===== config.mk =====
export PLATFORM = sky130hd
export DESIGN_NAME = reg_file_2r1w_flat
export DESIGN_NICKNAME = d
export VERILOG_FILES = /design/src/rtl/reg_file_2r1w_pkg.sv /design/src/rtl/reg_file_2r1w_if.sv /design/src/rtl/reg_file_2r1w_rd_port.sv /design/src/rtl/reg_file_2r1w.sv /design/src/flat_wrapper.sv
export SDC_FILE = /design/constraint.sdc
export NUM_CORES = 1
export LEC_CHECK = 0
export CAP_MARGIN = 30
export CORE_MARGIN = 1.5
export CORE_UTILIZATION = 50
export CTS_BUF_LIST = sky130_fd_sc_hd__clkbuf_8 sky130_fd_sc_hd__clkbuf_16
export DETAILED_ROUTE_END_ITERATION = 7
export PLACE_DENSITY = 0.86
export SYNTH_ARGS = -nofsm -noshare
export SYNTH_HDL_FRONTEND = slang
export SYNTH_HIERARCHICAL = 1
export SYNTH_SLANG_ARGS = --single-unit

===== constraint.sdc =====
create_clock -name clk -period 2.5 [get_ports clk]
set_clock_uncertainty 0.2 [all_clocks]
set_input_delay 0.25 -clock clk [delete_from_list [all_inputs] [get_ports clk]]
set_output_delay 0.25 -clock clk [all_outputs]
set_load 0.05 [all_outputs]

===== src/rtl/reg_file_2r1w_pkg.sv =====
// Shared definitions for the 2-read/1-write register file: clear-FSM state
// encoding and the address range qualifier used by both read and write paths.
package reg_file_2r1w_pkg;

  typedef enum logic {
    IDLE  = 1'b0,
    CLEAR = 1'b1
  } state_t;

  // True when addr names a real entry; DEPTH need not be a power of two,
  // so the top codes of the address space may be unpopulated.
  function automatic logic addr_ok(input int unsigned addr, input int unsigned depth);
    return addr < depth;
  endfunction

endpackage


===== src/rtl/reg_file_2r1w_if.sv =====
// Bus bundle of the register file: write port, two read ports, clear request
// and the busy flag. The master is the control side, the slave the bank.
interface reg_file_2r1w_if #(
  parameter int WIDTH = 8,
  parameter int DEPTH = 4
);
  localparam int ADDR_W = $clog2(DEPTH);

  logic              wr_en;
  logic [ADDR_W-1:0] w_addr;
  logic [WIDTH-1:0]  w_data;
  logic [ADDR_W-1:0] r_addr0;
  logic [WIDTH-1:0]  r_data0;
  logic [ADDR_W-1:0] r_addr1;
  logic [WIDTH-1:0]  r_data1;
  logic              clr_req;
  logic              busy;

  modport master (
    output wr_en, w_addr, w_data, r_addr0, r_addr1, clr_req,
    input  r_data0, r_data1, busy
  );

  modport slave (
    input  wr_en, w_addr, w_data, r_addr0, r_addr1, clr_req,
    output r_data0, r_data1, busy
  );

endinterface


===== src/rtl/reg_file_2r1w_rd_port.sv =====
// One combinational read port: range check, zero forcing during a sweep or
// for the hardwired-zero entry, optional write-to-read bypass, array mux.
module reg_file_rd_port
  import reg_file_2r1w_pkg::*;
#(
  parameter int WIDTH    = 8,
  parameter int DEPTH    = 4,
  parameter int BYPASS   = 1,
  parameter int ZERO_REG = 0,
  localparam int ADDR_W  = $clog2(DEPTH)
) (
  input  logic              busy_i,
  input  logic [ADDR_W-1:0] r_addr_i,
  input  logic              byp_vld_i,
  input  logic [ADDR_W-1:0] w_addr_i,
  input  logic [WIDTH-1:0]  w_data_i,
  input  logic [WIDTH-1:0]  mem_i [DEPTH],
  output logic [WIDTH-1:0]  r_data_o
);

  // Priority mux: anything that should read as zero wins over bypass/array.
  // byp_vld_i is already qualified, so a dropped write never forwards.
  always_comb begin
    r_data_o = '0;
    if (busy_i) begin
      r_data_o = '0;
    end else if (!addr_ok(32'(r_addr_i), DEPTH)) begin
      r_data_o = '0;
    end else if ((ZERO_REG != 0) && (r_addr_i == '0)) begin
      r_data_o = '0;
    end else if ((BYPASS != 0) && byp_vld_i && (w_addr_i == r_addr_i)) begin
      r_data_o = w_data_i;
    end else begin
      r_data_o = mem_i[r_addr_i];
    end
  end

endmodule


===== src/rtl/reg_file_2r1w.sv =====
// Datapath register bank: one write port, two combinational read ports and a
// clear sequencer that zeroes every entry after reset or on request.
module reg_file_2r1w
  import reg_file_2r1w_pkg::*;
#(
  parameter int WIDTH    = 8,
  parameter int DEPTH    = 4,
  parameter int BYPASS   = 1,
  parameter int ZERO_REG = 0
) (
  input  logic           clk,
  input  logic           reset,
  reg_file_2r1w_if.slave bus
);

  localparam int ADDR_W = $clog2(DEPTH);

  state_t            state_q;
  logic [ADDR_W-1:0] clr_ptr_q;
  logic              busy_q;
  logic [WIDTH-1:0]  mem_q [DEPTH];

  logic              ptr_last;
  logic              wr_ok;

  // Write qualification: only in IDLE, in range, not entry 0 when it is
  // hardwired, and never in the cycle a clear request is accepted.
  always_comb begin
    ptr_last = (clr_ptr_q == ADDR_W'(DEPTH - 1));
    wr_ok    = (state_q == IDLE) && bus.wr_en && !bus.clr_req &&
               addr_ok(32'(bus.w_addr), DEPTH) &&
               !((ZERO_REG != 0) && (bus.w_addr == '0));
  end

  // Clear sequencer: reset or an accepted request starts a DEPTH-cycle sweep;
  // busy is registered alongside the state so it matches state==CLEAR.
  always_ff @(posedge clk) begin
    if (reset) begin
      state_q   <= CLEAR;
      clr_ptr_q <= '0;
      busy_q    <= 1'b1;
    end else begin
      case (state_q)
        IDLE: begin
          if (bus.clr_req) begin
            state_q   <= CLEAR;
            clr_ptr_q <= '0;
            busy_q    <= 1'b1;
          end
        end
        CLEAR: begin
          if (ptr_last) begin
            state_q <= IDLE;
            busy_q  <= 1'b0;
          end else begin
            clr_ptr_q <= clr_ptr_q + ADDR_W'(1);
          end
        end
      endcase
    end
  end

  // Array update: the sweep owns the array while clearing; the cycle reset
  // is asserted writes nothing because the sweep restarts at entry 0.
  always_ff @(posedge clk) begin
    if (!reset) begin
      if (state_q == CLEAR) begin
        mem_q[clr_ptr_q] <= '0;
      end else if (wr_ok) begin
        mem_q[bus.w_addr] <= bus.w_data;
      end
    end
  end

  assign bus.busy = busy_q;

  reg_file_rd_port #(
    .WIDTH   (WIDTH),
    .DEPTH   (DEPTH),
    .BYPASS  (BYPASS),
    .ZERO_REG(ZERO_REG)
  ) u_rd0 (
    .busy_i   (busy_q),
    .r_addr_i (bus.r_addr0),
    .byp_vld_i(wr_ok),
    .w_addr_i (bus.w_addr),
    .w_data_i (bus.w_data),
    .mem_i    (mem_q),
    .r_data_o (bus.r_data0)
  );

  reg_file_rd_port #(
    .WIDTH   (WIDTH),
    .DEPTH   (DEPTH),
    .BYPASS  (BYPASS),
    .ZERO_REG(ZERO_REG)
  ) u_rd1 (
    .busy_i   (busy_q),
    .r_addr_i (bus.r_addr1),
    .byp_vld_i(wr_ok),
    .w_addr_i (bus.w_addr),
    .w_data_i (bus.w_data),
    .mem_i    (mem_q),
    .r_data_o (bus.r_data1)
  );

endmodule

===== src/flat_wrapper.sv =====
// flat-port wrapper written by rule: the top's interface ports become plain ports
module reg_file_2r1w_flat import reg_file_2r1w_pkg::*;
#(
  parameter int WIDTH    = 8,
  parameter int DEPTH    = 4,
  parameter int BYPASS   = 1,
  parameter int ZERO_REG = 0
)
  (clk, reset, bus_wr_en, bus_w_addr, bus_w_data, bus_r_addr0, bus_r_addr1, bus_clr_req, bus_r_data0, bus_r_data1, bus_busy);
  reg_file_2r1w_if #(.WIDTH(WIDTH), .DEPTH(DEPTH)) bus_i ();
  input  logic clk;
  input  logic reset;
  input wire logic [$bits(bus_i.wr_en)-1:0] bus_wr_en;
  input wire logic [$bits(bus_i.w_addr)-1:0] bus_w_addr;
  input wire logic [$bits(bus_i.w_data)-1:0] bus_w_data;
  input wire logic [$bits(bus_i.r_addr0)-1:0] bus_r_addr0;
  input wire logic [$bits(bus_i.r_addr1)-1:0] bus_r_addr1;
  input wire logic [$bits(bus_i.clr_req)-1:0] bus_clr_req;
  output wire logic [$bits(bus_i.r_data0)-1:0] bus_r_data0;
  output wire logic [$bits(bus_i.r_data1)-1:0] bus_r_data1;
  output wire logic [$bits(bus_i.busy)-1:0] bus_busy;
  assign bus_i.wr_en = bus_wr_en;
  assign bus_i.w_addr = bus_w_addr;
  assign bus_i.w_data = bus_w_data;
  assign bus_i.r_addr0 = bus_r_addr0;
  assign bus_i.r_addr1 = bus_r_addr1;
  assign bus_i.clr_req = bus_clr_req;
  assign bus_r_data0 = bus_i.r_data0;
  assign bus_r_data1 = bus_i.r_data1;
  assign bus_busy = bus_i.busy;
  reg_file_2r1w #(.WIDTH(WIDTH), .DEPTH(DEPTH), .BYPASS(BYPASS), .ZERO_REG(ZERO_REG)) u_core (.clk(clk), .reset(reset), .bus(bus_i));
endmodule

==> results.yml <==
placement:
  io_buffers: 34
  dp_hpwl_um: 4990
  place.gp.congestion: 0.928
logic_synthesis:
  async_flop_share_pct: 0
  yosysWarnings: 6
  yosysSeqAreaShare_pct: 41.1
  synthDistinctLibCells: 28
  syn-num-nets: 230
  ys_seq_elements: 36
  avgSynthCellArea_um2: 12.2
  synth_edf_count: 32
  syn_area_um2: 2530
  syn-instance-count: 208
  synth_ff_type: "edfxtp_1"
grt:
  grt_use_total_pct: 25.8
  grt_max_degree: 22
  grt_first_pass_wirelength_um: 10400
  antenna_found_initial: 0
  overflow: 0
  grt_pass1_vias: 1982
layout:
  final.fill_count: 361
  area_growth_pct: 22.2
  drive_gt1_share_pct: 27.6
  fin_nets: 275
  antennaDiodeCount: 0
clock_network:
  cts_buffer_depth: 2
  cts_root_buffer: "clkbuf_8"
  numCtsBuffers: 5
  post_cts_buffers: 0
  insertion_delay_ps: 280
  holdBufCountCts: 0
  cts_tree: "built"
  h-tree-depth: 2
  cts_sinks: 36
  clk_pin_slew_ps: 70
setup_path:
  max_stage_delay_ps: 650
  critPathMaxFanout: 8
  critPathCaptureType: "output pin"
  crit_chain: "clkdlybuf4s50_1 -> buf_4 -> mux4_2 -> o31ai_1 -> a21oi_1 -> buf_4"
  arrival_ps: 1910
  cp_slowest_cell: "clkdlybuf4s50_1"
  worstSetupStartpointType: "primary input"
  cp_data_required_time_ps: 2050
  crit_type: "primary input to output pin"
  crit_top_cell: "buf_4"
floorplanning:
  row_count: 25
  io_pins: 35
  fp.coreArea_um2: 4790
  die_h_um: 74.2
  die_w_um: 74.2
  initial_core_util_pct: 52.9
  die-area_um2: 5500
route:
  wl_per_cell_um: 21.3
  met3WireLength_um: 683
  drt-met1-wl_um: 2640
  highest_layer: "met4"
  drt_iter0_drc: 456
  wl_um: 6830
  ant_nets: 0
  drc: 0
  viasPerCell: 6.81
  wl_met2_um: 3350
  vias: 2187
  dr.pass1.iters: 5
sta:
  finalSetupViolCount: 0
  slew_headroom_pct: 55.1
  period_share_pct: 94.3
  worst_slew_pin_slew_ps: 673
  fmax_ghz: 0.424
  tns_ps: 0
  hold_violations: 0
  rsz0062_at_grt: "false"
  slew_viol_final: 0
  fin_crit_ps: 2360
pwr:
  ir_worst_vdd_mv: 0.283
  power.density_nw_per_um2: 662
  p_leak_nw: 1.16
  finalPower_w: 0.00205
job:
  max_cap_viol_count: 0
run_status:
  outcome: "finished clean"
hold_path:
  worst_hold_path_type: "register to register"
cell usage in the layout, fill, tap and decap left out, drive strengths merged:
cell type,instances
xnor2,4
nor2,9
clkbuf,6
ha,4
o21bai,2
nand4,16
nor2b,11
xor2,4
and2,3
dlymetal6s2s,1
o22ai,3
a32o,1
nand2,10
inv,6
a21oi,23
a22o,27
mux4,16
clkinv,1
buf,35
o31ai,16
edfxtp,32
o21ai,3
dfxtp,4
clkdlybuf4s50,17
routing by layer:
layer	vias to the layer above	global-route usage, %
met5	-	0
met1	1052	33.9
li1	933	-
met3	20	4.88
met4	0	9.05
met2	182	43.0
cell families after synthesis:
family,share of synthesized area [%]
multiplexers,14.2
AO/OA/AOI/OAI,20.9
flip-flops,41.1
buffers and inverters,4.45
adder cells (fa/ha/maj),1.98
AND/OR/NAND/NOR,11.3
XOR/XNOR,6.03
Yosys cell counts (5+ instances only):
master	number	area [um2]
mux4_2	16	360
edfxtp_1	32	961
nor2b_1	11	68.8
a22o_1	27	236
nand2_1	10	37.5
nand4_1	16	100
a21oi_1	23	115
o31ai_1	16	120
inv_1	5	18.8
nor2_1	5	18.8
metrics by stage:
step | std cells | setup WS [ps] | hold slack (ps) | instance area [um2] | utilization (%)
after global routing | 321 | 57.7 | 371 | 3090 | 64.7
after detailed placement | 313 | 94.6 | 319 | 2990 | 62.5
after floorplan | 208 | 183 | 210 | 2530 | -
after CTS | 321 | 85.8 | 331 | 3080 | 64.4
after global placement | 313 | 169 | 300 | 2990 | 62.5
final | 321 | 142 | 331 | 3090 | 64.7
worst max-delay path, delay by kind of cell:
kind	cells	cell delay (ps)
compound gates	2	210
buf+inv	3	1100
mux	1	330
final timing paths:
kind                                    start                               end  slack (ps)  cells past startpoint
min          u_core/clr_ptr_q[1]$_SDFFE_PP0P_  u_core/clr_ptr_q[1]$_SDFFE_PP0P_         330                      2
max                            bus_r_addr1[1]                    bus_r_data1[6]         140                      6
max reg2reg         u_core/state_q$_SDFF_PP1_         u_core/mem_q[2]$_DFFE_PP_         740                      3
min reg2reg  u_core/clr_ptr_q[1]$_SDFFE_PP0P_  u_core/clr_ptr_q[1]$_SDFFE_PP0P_         330                      2
power breakdown:
part	internal (W)	leakage, nW	switching [W]
clock network	0.000216	0.0500	0.000192
logic	0.000337	0.760	0.000397
registers	0.000813	0.354	0.0000930
total	0.00137	1.16	0.000682
final cells by class:
type	instances	area, um2	area share (%)
Tap cell	67	83.8	2.71
Multi-Input combinational cell	152	1390	44.9
Clock buffer	6	82.6	2.67
Clock inverter	2	7.51	0.243
Inverter	5	18.8	0.607
Timing Repair Buffer	53	470	15.2
Sequential cell	36	1040	33.6
sequential cells by signal, indices dropped and copies added, names as in the netlist:
register,flops
u_core/clr_ptr_q,2
u_core/mem_q,32
u_core/bus.busy,1
u_core/state_q,1
repair_timing:
item | CTS | global route
resized for setup | 0 | 2
endpoints found under the setup margin | 0 | 5
endpoints found under the hold margin | 0 | 0
No activity file was read; power rests on OpenSTA's default activity.
